===== src/rtl/reg_file_port_ctrl.sv =====
// rtl/reg_file_port_ctrl.sv - byte-stream load/dump controller for an 8x8 register file
//
// Moves the whole register file in or out over byte streams.
//   LOAD : accepts 8 bytes on IN_DATA/IN_VALID/IN_READY and writes them to
//          registers 0..7 through WRITEDATA/WRITEREG/WRITEENABLE.
//   DUMP : reads registers 0..7 through READREG1/REGOUT1 and presents them on
//          OUT_DATA/OUT_VALID/OUT_READY.
// Ports:
//   CLK, RESET                   clock, asynchronous active-high reset
//   LOAD_START, DUMP_START       operation requests, sampled in IDLE only
//   IN_DATA, IN_VALID, IN_READY  load byte stream
//   OUT_DATA, OUT_VALID, OUT_READY  dump byte stream
//   WRITEDATA, WRITEREG, WRITEENABLE  register file write port
//   READREG1, REGOUT1            register file combinational read port
//   BUSY                         high outside IDLE
//   DONE                         one-cycle completion pulse

module reg_file_port_ctrl (
    input  logic       CLK,
    input  logic       RESET,
    input  logic       LOAD_START,
    input  logic       DUMP_START,
    input  logic [7:0] IN_DATA,
    input  logic       IN_VALID,
    output logic       IN_READY,
    output logic [7:0] OUT_DATA,
    output logic       OUT_VALID,
    input  logic       OUT_READY,
    output logic [7:0] WRITEDATA,
    output logic [2:0] WRITEREG,
    output logic       WRITEENABLE,
    output logic [2:0] READREG1,
    input  logic [7:0] REGOUT1,
    output logic       BUSY,
    output logic       DONE
);

    localparam logic [2:0] IDLE      = 3'd0;
    localparam logic [2:0] LOAD      = 3'd1;
    localparam logic [2:0] DUMP_ADDR = 3'd2;
    localparam logic [2:0] DUMP_OUT  = 3'd3;
    localparam logic [2:0] FINISH    = 3'd4;

    logic [2:0] state;
    logic [2:0] idx;

    always_ff @(posedge CLK or posedge RESET) begin
        if (RESET) begin
            state       <= IDLE;
            idx         <= 3'd0;
            OUT_DATA    <= 8'd0;
            OUT_VALID   <= 1'b0;
            WRITEDATA   <= 8'd0;
            WRITEREG    <= 3'd0;
            WRITEENABLE <= 1'b0;
        end else begin
            // Write strobe is a single-cycle pulse per accepted byte; the
            // final byte's pulse lands in FINISH.
            WRITEENABLE <= 1'b0;
            case (state)
                IDLE: begin
                    if (LOAD_START) begin
                        state <= LOAD;
                        idx   <= 3'd0;
                    end else if (DUMP_START) begin
                        state <= DUMP_ADDR;
                        idx   <= 3'd0;
                    end
                end
                LOAD: begin
                    if (IN_VALID) begin
                        WRITEDATA   <= IN_DATA;
                        WRITEREG    <= idx;
                        WRITEENABLE <= 1'b1;
                        // Hold idx at 7 on the last byte so it never wraps
                        // inside an operation.
                        if (idx == 3'd7) begin
                            state <= FINISH;
                        end else begin
                            idx <= idx + 3'd1;
                        end
                    end
                end
                DUMP_ADDR: begin
                    // READREG1 has been stable for this whole cycle, so the
                    // register file output is settled at this edge.
                    OUT_DATA  <= REGOUT1;
                    OUT_VALID <= 1'b1;
                    state     <= DUMP_OUT;
                end
                DUMP_OUT: begin
                    if (OUT_READY) begin
                        OUT_VALID <= 1'b0;
                        if (idx == 3'd7) begin
                            state <= FINISH;
                        end else begin
                            idx   <= idx + 3'd1;
                            state <= DUMP_ADDR;
                        end
                    end
                end
                FINISH: begin
                    state <= IDLE;
                end
                default: begin
                    state <= IDLE;
                end
            endcase
        end
    end

    assign IN_READY = (state == LOAD);
    assign BUSY     = (state != IDLE);
    assign DONE     = (state == FINISH);
    assign READREG1 = ((state == DUMP_ADDR) || (state == DUMP_OUT)) ? idx : 3'd0;

endmodule


===== config.mk =====
export PLATFORM = sky130hd
export DESIGN_NAME = reg_file_port_ctrl
export DESIGN_NICKNAME = d
export VERILOG_FILES = /design/src/rtl/reg_file_port_ctrl.sv
export SDC_FILE = /design/constraint.sdc
export NUM_CORES = 1
export LEC_CHECK = 0
export BUFFER_PORTS_ARGS = -buffer_cell sky130_fd_sc_hd__buf_2
export CAP_MARGIN = 20
export CORE_ASPECT_RATIO = 0.5
export CORE_MARGIN = 8
export CORE_UTILIZATION = 25
export CTS_CLUSTER_DIAMETER = 100
export DETAILED_ROUTE_END_ITERATION = 6
export HOLD_SLACK_MARGIN = 0.02
export PLACE_DENSITY = 0.6
export SYNTH_ARGS = -nofsm -noshare
export SYNTH_HDL_FRONTEND = slang
export SYNTH_SLANG_ARGS = --single-unit

===== constraint.sdc =====
create_clock -name CLK -period 1.5 [get_ports CLK]
set_input_delay 0.3 -clock CLK [delete_from_list [all_inputs] [get_ports CLK]]
set_output_delay 0.3 -clock CLK [all_outputs]
set_load 0.02 [all_outputs]

* Word-level counts from Yosys, hierarchy flattened
Index checks and enable logic that the tools add are counted.
Word-level totals: flip-flop bits (word level) 27, input bits 22, output and inout bits 27, logic and storage cells 44
Cells by class: add/subtract/negate cells 1, eq/ne operators 9, muxes and demuxes 18, reductions and logical operators 9
Operators with widths (number):
- 3-bit 2-to-1 mux | 12
- 3-bit case mux with 4 select lines | 1
- 3-bit case mux with 3 select lines | 1
- 4-bit AND reduction | 2
- 3-bit by 2-bit equality test with 1-bit output (second input constant) | 2
- 3-bit equality test (second input constant) | 2
- 3-bit nonzero test | 2
- 2-bit != test (second input constant) | 2
- 2-bit AND reduction | 2
- 3-bit by 1-bit adder with 3-bit output (second input constant) | 1
- 3-bit by 1-bit equality test with 1-bit output (second input constant) | 1
- 3-bit zero test | 1
- 1-bit 2-to-1 mux | 3
- 3-bit != test (second input constant) | 1
- 2-bit by 1-bit != test with 1-bit output (second input constant) | 1
- 1-bit case mux with 2 select lines | 1
- 2-bit nonzero test | 1
- 1-bit logical OR | 1

* Longest topological paths before layout
Gate-level depths: netlist of run 1.
word-level depth 4, gate-level depth with buffers 6

* Worst setup path after synthesis of run 1
No wires, ideal clock.
path type register -> register, start point register idx[0], end point register idx[0], arrival time 1.538 ns, data required time 1.375 ns, path slack -0.163 ns, stages on the path, launching flop included 7, buffers on the path 0, cell sequence dfrtp_1 -> ha_1 -> ha_1 -> inv_1 -> o21ai_0 -> a221o_1 -> mux2_2
On the way: cells in the longest elaborated chain, start to end 4, elaborated cells on any way between the ends 6, classes of those cells 1 x add/sub; 1 x eq/ne; 4 x mux
Ends and longest elaborated chain:
- start, declared | RTL line 45 | logic [2:0] idx;
- start signal, assigned | RTL line 80 | idx <= idx + 3'd1;
- start signal, assigned | RTL line 97 | idx <= idx + 3'd1;
- 3-bit by 1-bit adder with 3-bit output / 3-bit equality test (equally long branches)
- 3-bit 2-to-1 mux * | RTL line 77, 94
- 3-bit 2-to-1 mux, on equally long branches | RTL line 92, 71
- 3-bit case mux with 3 select lines * | RTL line 60 | case (state)
Mark *: on every way between the ends. The rest lies on a longest branch, timed or not. The select of a mux whose other input is x is not followed. A chain may end at the register's enable or synchronous reset.

* Worst setup path after layout of run 1
Same ends and word-level chain as after synthesis.

==> results of run 1 <==
## sequential cells by signal, indices dropped and copies added (netlist names)
name	count
state	3
OUT_DATA	8
WRITEREG	3
idx	3
WRITEENABLE	1
WRITEDATA	8
OUT_VALID	1
## synth_stat cells (all sizes together)
master	instances
inv	3
nor3	2
o21ai	4
and2	3
buf	3
a21o	1
a22o	2
nand2	4
a21oi	2
or3	1
dfrtp	27
nor3b	1
a211oi	3
a221o	1
nand2b	2
nor2	4
ha	2
mux2	20
## logic make-up after synthesis
family | synth area share [%]
buffers and inverters | 3.020
and+or+nand+nor | 9.494
AOI/OAI and AO/OA | 7.660
muxes | 19.42
DFF | 58.25
adders and majority gates | 2.157
## critical path: stages (launching register included)
cell and delay, ns:
dfrtp_1 0.43, ha_4 0.18, ha_4 0.16, inv_2 0.06
o21ai_2 0.05, a221o_1 0.38, mux2_4 0.27
## per-stage QoR
step	setup TNS [ns]	utilization [%]	std cells	hold WS, ns
floorplan	-0.08684	-	85	0.3527
global placement	-0.02746	35.41	197	0.3761
detailed placement	-0.1581	35.41	197	0.3852
CTS	-0.3814	38.43	206	0.07767
global route	-1.056	40.92	209	0.08820
finish	-0.4349	40.92	209	0.06621
## metal layers
layer	vias up	wire (um)	share of wire [%]
met3	2	119	3.9
li1	432	-	-
met1	469	1291	42
met4	0	27	0.88
met5	-	0	0
met2	24	1645	53
## worst max-delay path by stage
stage	slack [ns]	end	start
final	-0.13	idx[0]	idx[0]
after CTS	-0.09	idx[0]	idx[0]
after global placement	-0.03	idx[0]	idx[1]
after global routing	-0.20	idx[0]	idx[0]
after detailed placement	-0.08	idx[0]	idx[0]
after floorplan	-0.05	idx[0]	idx[0]
## power by group through the flow
stage               Combinational (mW)  Sequential, mW  Clock [mW]
floorplan                        0.859            1.57           0
global placement                  1.84            1.25           0
detailed placement                1.86            1.27           0
CTS                               2.03            1.23       0.446
global route                      2.41            1.30       0.481
finish                            2.24            1.25       0.430
## repair_timing
item,4_1_cts,5_1_grt
endpoints found under the setup margin,9,29
pin swaps,2,5
cloned,0,1
gates resized for setup,16,18
setup buffers,5,3
## cells in the final DEF (no fill, tap or decap), types with 3 or more instances in the layout
cell type and n:
buf_2 42, dfrtp_1 24, buf_4 16, mux2_4 11, mux2_2 9, buf_6 5, nand2_1 3, a211oi_1 3
o21ai_0 3, clkbuf_8 3, dfrtp_2 3
## area by class of cell
cell class                      count  area [sq um]  area share (%)
Inverter                            3         13.76          0.7602
Clock inverter                      1         7.507          0.4147
Tap cell                           57         71.32           3.939
Multi-Input combinational cell     52         545.5           30.13
Clock buffer                        3         41.29           2.281
Timing Repair Buffer               66         451.7           24.95
Sequential cell                    27         679.4           37.53
==> impl_metrics.yaml, run 1 <==
critical_path:
  endpoint_kind: "flop"
  startpoint_type: "flop"
  cp.arrival_ns: 1.81
  r2r_cells: 6
  reg2reg_slack_ns: -0.13
  critPathKind: "reg2reg"
  worstReg2RegEnd: "idx[0]"
  critPathMaxFanout: 3
  r2r_start: "idx[0]"
  worstPathRequired_ns: 1.67
power:
  p_total_mw: 3.916
  power_leakage_nw: 0.8696
  pwr-share-comb_pct: 57.1
  seqPwrFrac_pct: 31.9
  power.switching_mw: 1.514
  power.internal_mw: 2.402
  switching_share_pct: 38.66
  power_density_mw_per_mm2: 2163
  peakVddDrop_mv: 0.4767
  pwr-share-clk_pct: 11.0
route:
  ant_nets: 0
  wl_per_cell_um: 14.76
  vias_per_cell: 4.435
  dr.pass1.iters: 4
  drt-total-wl_um: 3084
  via_count: 927
  drt-initial-drc-count: 25
  route.detailed.drc: 0
clock_tree:
  cts.htree.levels: 1
  hold_buffers: 0
  clk_latency_ns: 0.28
  numCtsBuffers: 3
  cts_buffer_depth: 2
  root_buffer: "clkbuf_8"
  clock-sinks: 27
  cts_tree: "done"
  clk_pin_slew_ns: 0.10
floorplan:
  die_w_um: 112.3
  num_rows: 17
  initial_core_util_pct: 26.22
  dieArea_sq_mm: 0.007207
  die_h_um: 64.17
  pin_count: 49
  coreArea_sq_mm: 0.004424
sta:
  rsz0062_at_grt: "true"
  fmax_ghz: 0.6119
  worst_slack_ns: -0.1343
  maxSlewHeadroom_pct: 75.57
  hold_viol_final: 0
  min_period_ns: 1.634
  finalSetupViolations: 8
  min_period_over_period_pct: 109.0
  worst_pin_slew_ns: 0.3642
  drv_slew: 0
  fin_skew_ns: 0.005456
layout:
  fin_area_sq_mm: 0.001810
  n_fill_cell: 429
  antenna_cells: 0
  fin_nets: 177
  drive_gt1_share_pct: 71.05
  syn_to_final_growth_pct: 56.10
logic_synthesis:
  synth_top_area_share_pct: 58.25
  synth_cell_type_count: 26
  synth_fp_nets: 109
  synth_area_leaders: "dfrtp_1 58%, mux2_2 13%, mux2_1 6.8%"
  synth_area_sq_mm: 0.001160
  synth_area_per_cell_sq_um: 13.65
  synthCells: 85
  synth_seq_cells: 27
  synth_warnings: 0
  synth-seq-area-share_pct: 58.25
  yosys.area.top_type: "dfrtp_1"
run_status:
  outcome: "complete, but fails checks"
  violations: "setup timing"
grt:
  grt_pass1_vias: 969
  busiest_layer: "met2"
  use_met3_pct: 2.434
  antenna_found_initial: 0
  grt_max_degree: 28
  grt.total_usage_pct: 8.044
  use_met2_pct: 14.74
  grt_pass1_wl_um: 4712
  grt_overflow: 0
  global_route.usage.met1_pct: 8.886
placement:
  portBuffers: 48
  place_ws_ns: -0.07599
  place_hpwl_um: 2178
  dpl_cell_area_sq_mm: 0.001567
  place.gp.congestion: 0.8208
run:
  max_cap_violations: 0
min_path:
  hp-class: "in2async"
No activity file was read; power rests on OpenSTA's default activity.
==> inputs of run 2 (changes only) <==
--- a/config.mk
+++ b/config.mk
@@ -7,7 +7,6 @@
 export LEC_CHECK = 0
 export BUFFER_PORTS_ARGS = -buffer_cell sky130_fd_sc_hd__buf_2
 export CAP_MARGIN = 20
-export CORE_ASPECT_RATIO = 0.5
 export CORE_MARGIN = 8
 export CORE_UTILIZATION = 25
 export CTS_CLUSTER_DIAMETER = 100
==> impl_metrics.yaml, run 2 (synthesized netlist as in run 1, its figures left out) <==
sta:
  rsz0062_at_grt: "true"
  min_period_ns: 1.564
  min_period_over_period_pct: 104.3
  drv_slew: 0
  whs_ns: 0.06980
  maxSlewHeadroom_pct: 74.45
  fin_skew_ns: 0.005990
  worst_pin_slew_ns: 0.3810
  hold_viol_final: 0
  finalSetupViolations: 7
  fmax_ghz: 0.6394
  worst_slack_ns: -0.06389
  setup_tns_ns: -0.2566
critical_path:
  worstPathRequired_ns: 1.66
  reg2reg_slack_ns: -0.06
  cp.arrival_ns: 1.73
  r2r_cells: 6
  startpoint_type: "flop"
  r2r_start: "idx[1]"
  endpoint_kind: "flop"
  critPathKind: "reg2reg"
  critPathMaxFanout: 3
  worstReg2RegEnd: "idx[0]"
placement:
  place.gp.congestion: 0.7786
  dpl_cell_area_sq_mm: 0.001548
  place_hpwl_um: 2242
  place_ws_ns: -0.06640
  portBuffers: 48
route:
  vias_per_cell: 4.535
  drt-total-wl_um: 2893
  via_count: 907
  route.detailed.drc: 0
  ant_nets: 0
  dr.pass1.iters: 2
  wl_per_cell_um: 14.47
  drt-initial-drc-count: 20
power:
  switching_share_pct: 39.42
  power_density_mw_per_mm2: 2145
  pwr-share-clk_pct: 11.2
  peakVddDrop_mv: 0.8394
  power.internal_mw: 2.170
  pwr-share-comb_pct: 54.4
  power.switching_mw: 1.412
  p_total_mw: 3.582
  seqPwrFrac_pct: 34.4
  power_leakage_nw: 0.8226
floorplan:
  num_rows: 24
  pin_count: 49
  initial_core_util_pct: 26.28
  die_h_um: 84.12
  coreArea_sq_mm: 0.004414
  die_w_um: 84.12
  dieArea_sq_mm: 0.007075
layout:
  syn_to_final_growth_pct: 44.01
  mostFrequentLayoutCells: "45 x buf_2, 25 x dfrtp_1, 14 x buf_4"
  fin_area_sq_mm: 0.001670
  fin_nets: 173
  reg_top3: "OUT_DATA (8), WRITEDATA (8)"
  n_fill_cell: 445
  antenna_cells: 0
  drive_gt1_share_pct: 63.51
  final_common_cell: "buf_2"
clock_tree:
  root_buffer: "clkbuf_8"
  cts_buffer_depth: 2
  clock-sinks: 27
  hold_buffers: 0
  numCtsBuffers: 3
  clk_pin_slew_ns: 0.09
  cts_tree: "done"
  clk_latency_ns: 0.27
  cts.htree.levels: 1
grt:
  grt_max_degree: 28
  antenna_found_initial: 0
  global_route.usage.met1_pct: 8.037
  grt_pass1_wl_um: 4767
  use_met2_pct: 14.69
  busiest_layer: "met2"
  grt.total_usage_pct: 8.210
  use_met3_pct: 3.516
  grt_pass1_vias: 1022
  grt_overflow: 0
run:
  max_cap_violations: 0
run_status:
  outcome: "complete, but fails checks"
  violations: "setup timing"
min_path:
  hp-class: "in2async"
-- run 2: cell count changes in the layout (fill, tap and decap cells not counted), moves of 2 or more --
cell,delta
mux2_4,-10
mux2_1,+7
buf_6,-4
buf_2,+3
mux2_2,+3
buf_4,-2
-- run 2: worst max-delay path by stage --
stage                 from  endpoint  slack (ns)  cells past startpoint
floorplan           idx[0]    idx[0]       -0.05                      6
global placement    idx[1]    idx[0]       -0.03                      6
detailed placement  idx[1]    idx[0]       -0.07                      6
CTS                 idx[1]    idx[0]       -0.08                      6
global route        idx[1]    idx[0]       -0.13                      6
finish              idx[1]    idx[0]       -0.06                      6
-- run 2: power groups by stage --
stage	clock [mW]	sequential [mW]	combinational, mW
final	0.402	1.23	1.95
after global placement	0	1.24	1.74
after detailed placement	0	1.27	1.80
after global routing	0.463	1.28	2.11
after floorplan	0	1.57	0.859
after CTS	0.426	1.24	1.89
-- run 2: critical path: stages (launching register included) --
cell and delay, ns:
dfrtp_1 0.40, ha_2 0.21, ha_4 0.16, inv_2 0.05, o21ai_2 0.04, a221o_1 0.34
mux2_4 0.26
-- run 2: area by class of cell --
cell class / count / area [sq um] / area share, %
Clock inverter: 1 / 5.005 / 0.2996
Inverter: 3 / 11.26 / 0.6742
Clock buffer: 3 / 41.29 / 2.472
Tap cell: 52 / 65.06 / 3.895
Multi-Input combinational cell: 52 / 488.0 / 29.21
Sequential cell: 27 / 678.2 / 40.60
Timing Repair Buffer: 62 / 381.6 / 22.85
-- run 2: through the flow --
stage | utilization [%] | instances
5_1_grt | 37.84 | 200
3_5_place_dp | 35.06 | 192
2_1_floorplan | - | 85
6_report | 37.84 | 200
4_1_cts | 37.02 | 198
3_3_place_gp | 35.06 | 192
-- run 2: timing repair --
action                                  in CTS  in global routing
setup buffers                                2                  2
gates resized for setup                      8                  3
pin swaps                                    2                  3
endpoints found under the setup margin       8                 22
-- run 2: layer usage --
layer	vias to the layer above	routed length, um
li1	431	-
met1	439	1106
met2	33	1550
met3	4	187
met4	0	48
met5	-	0
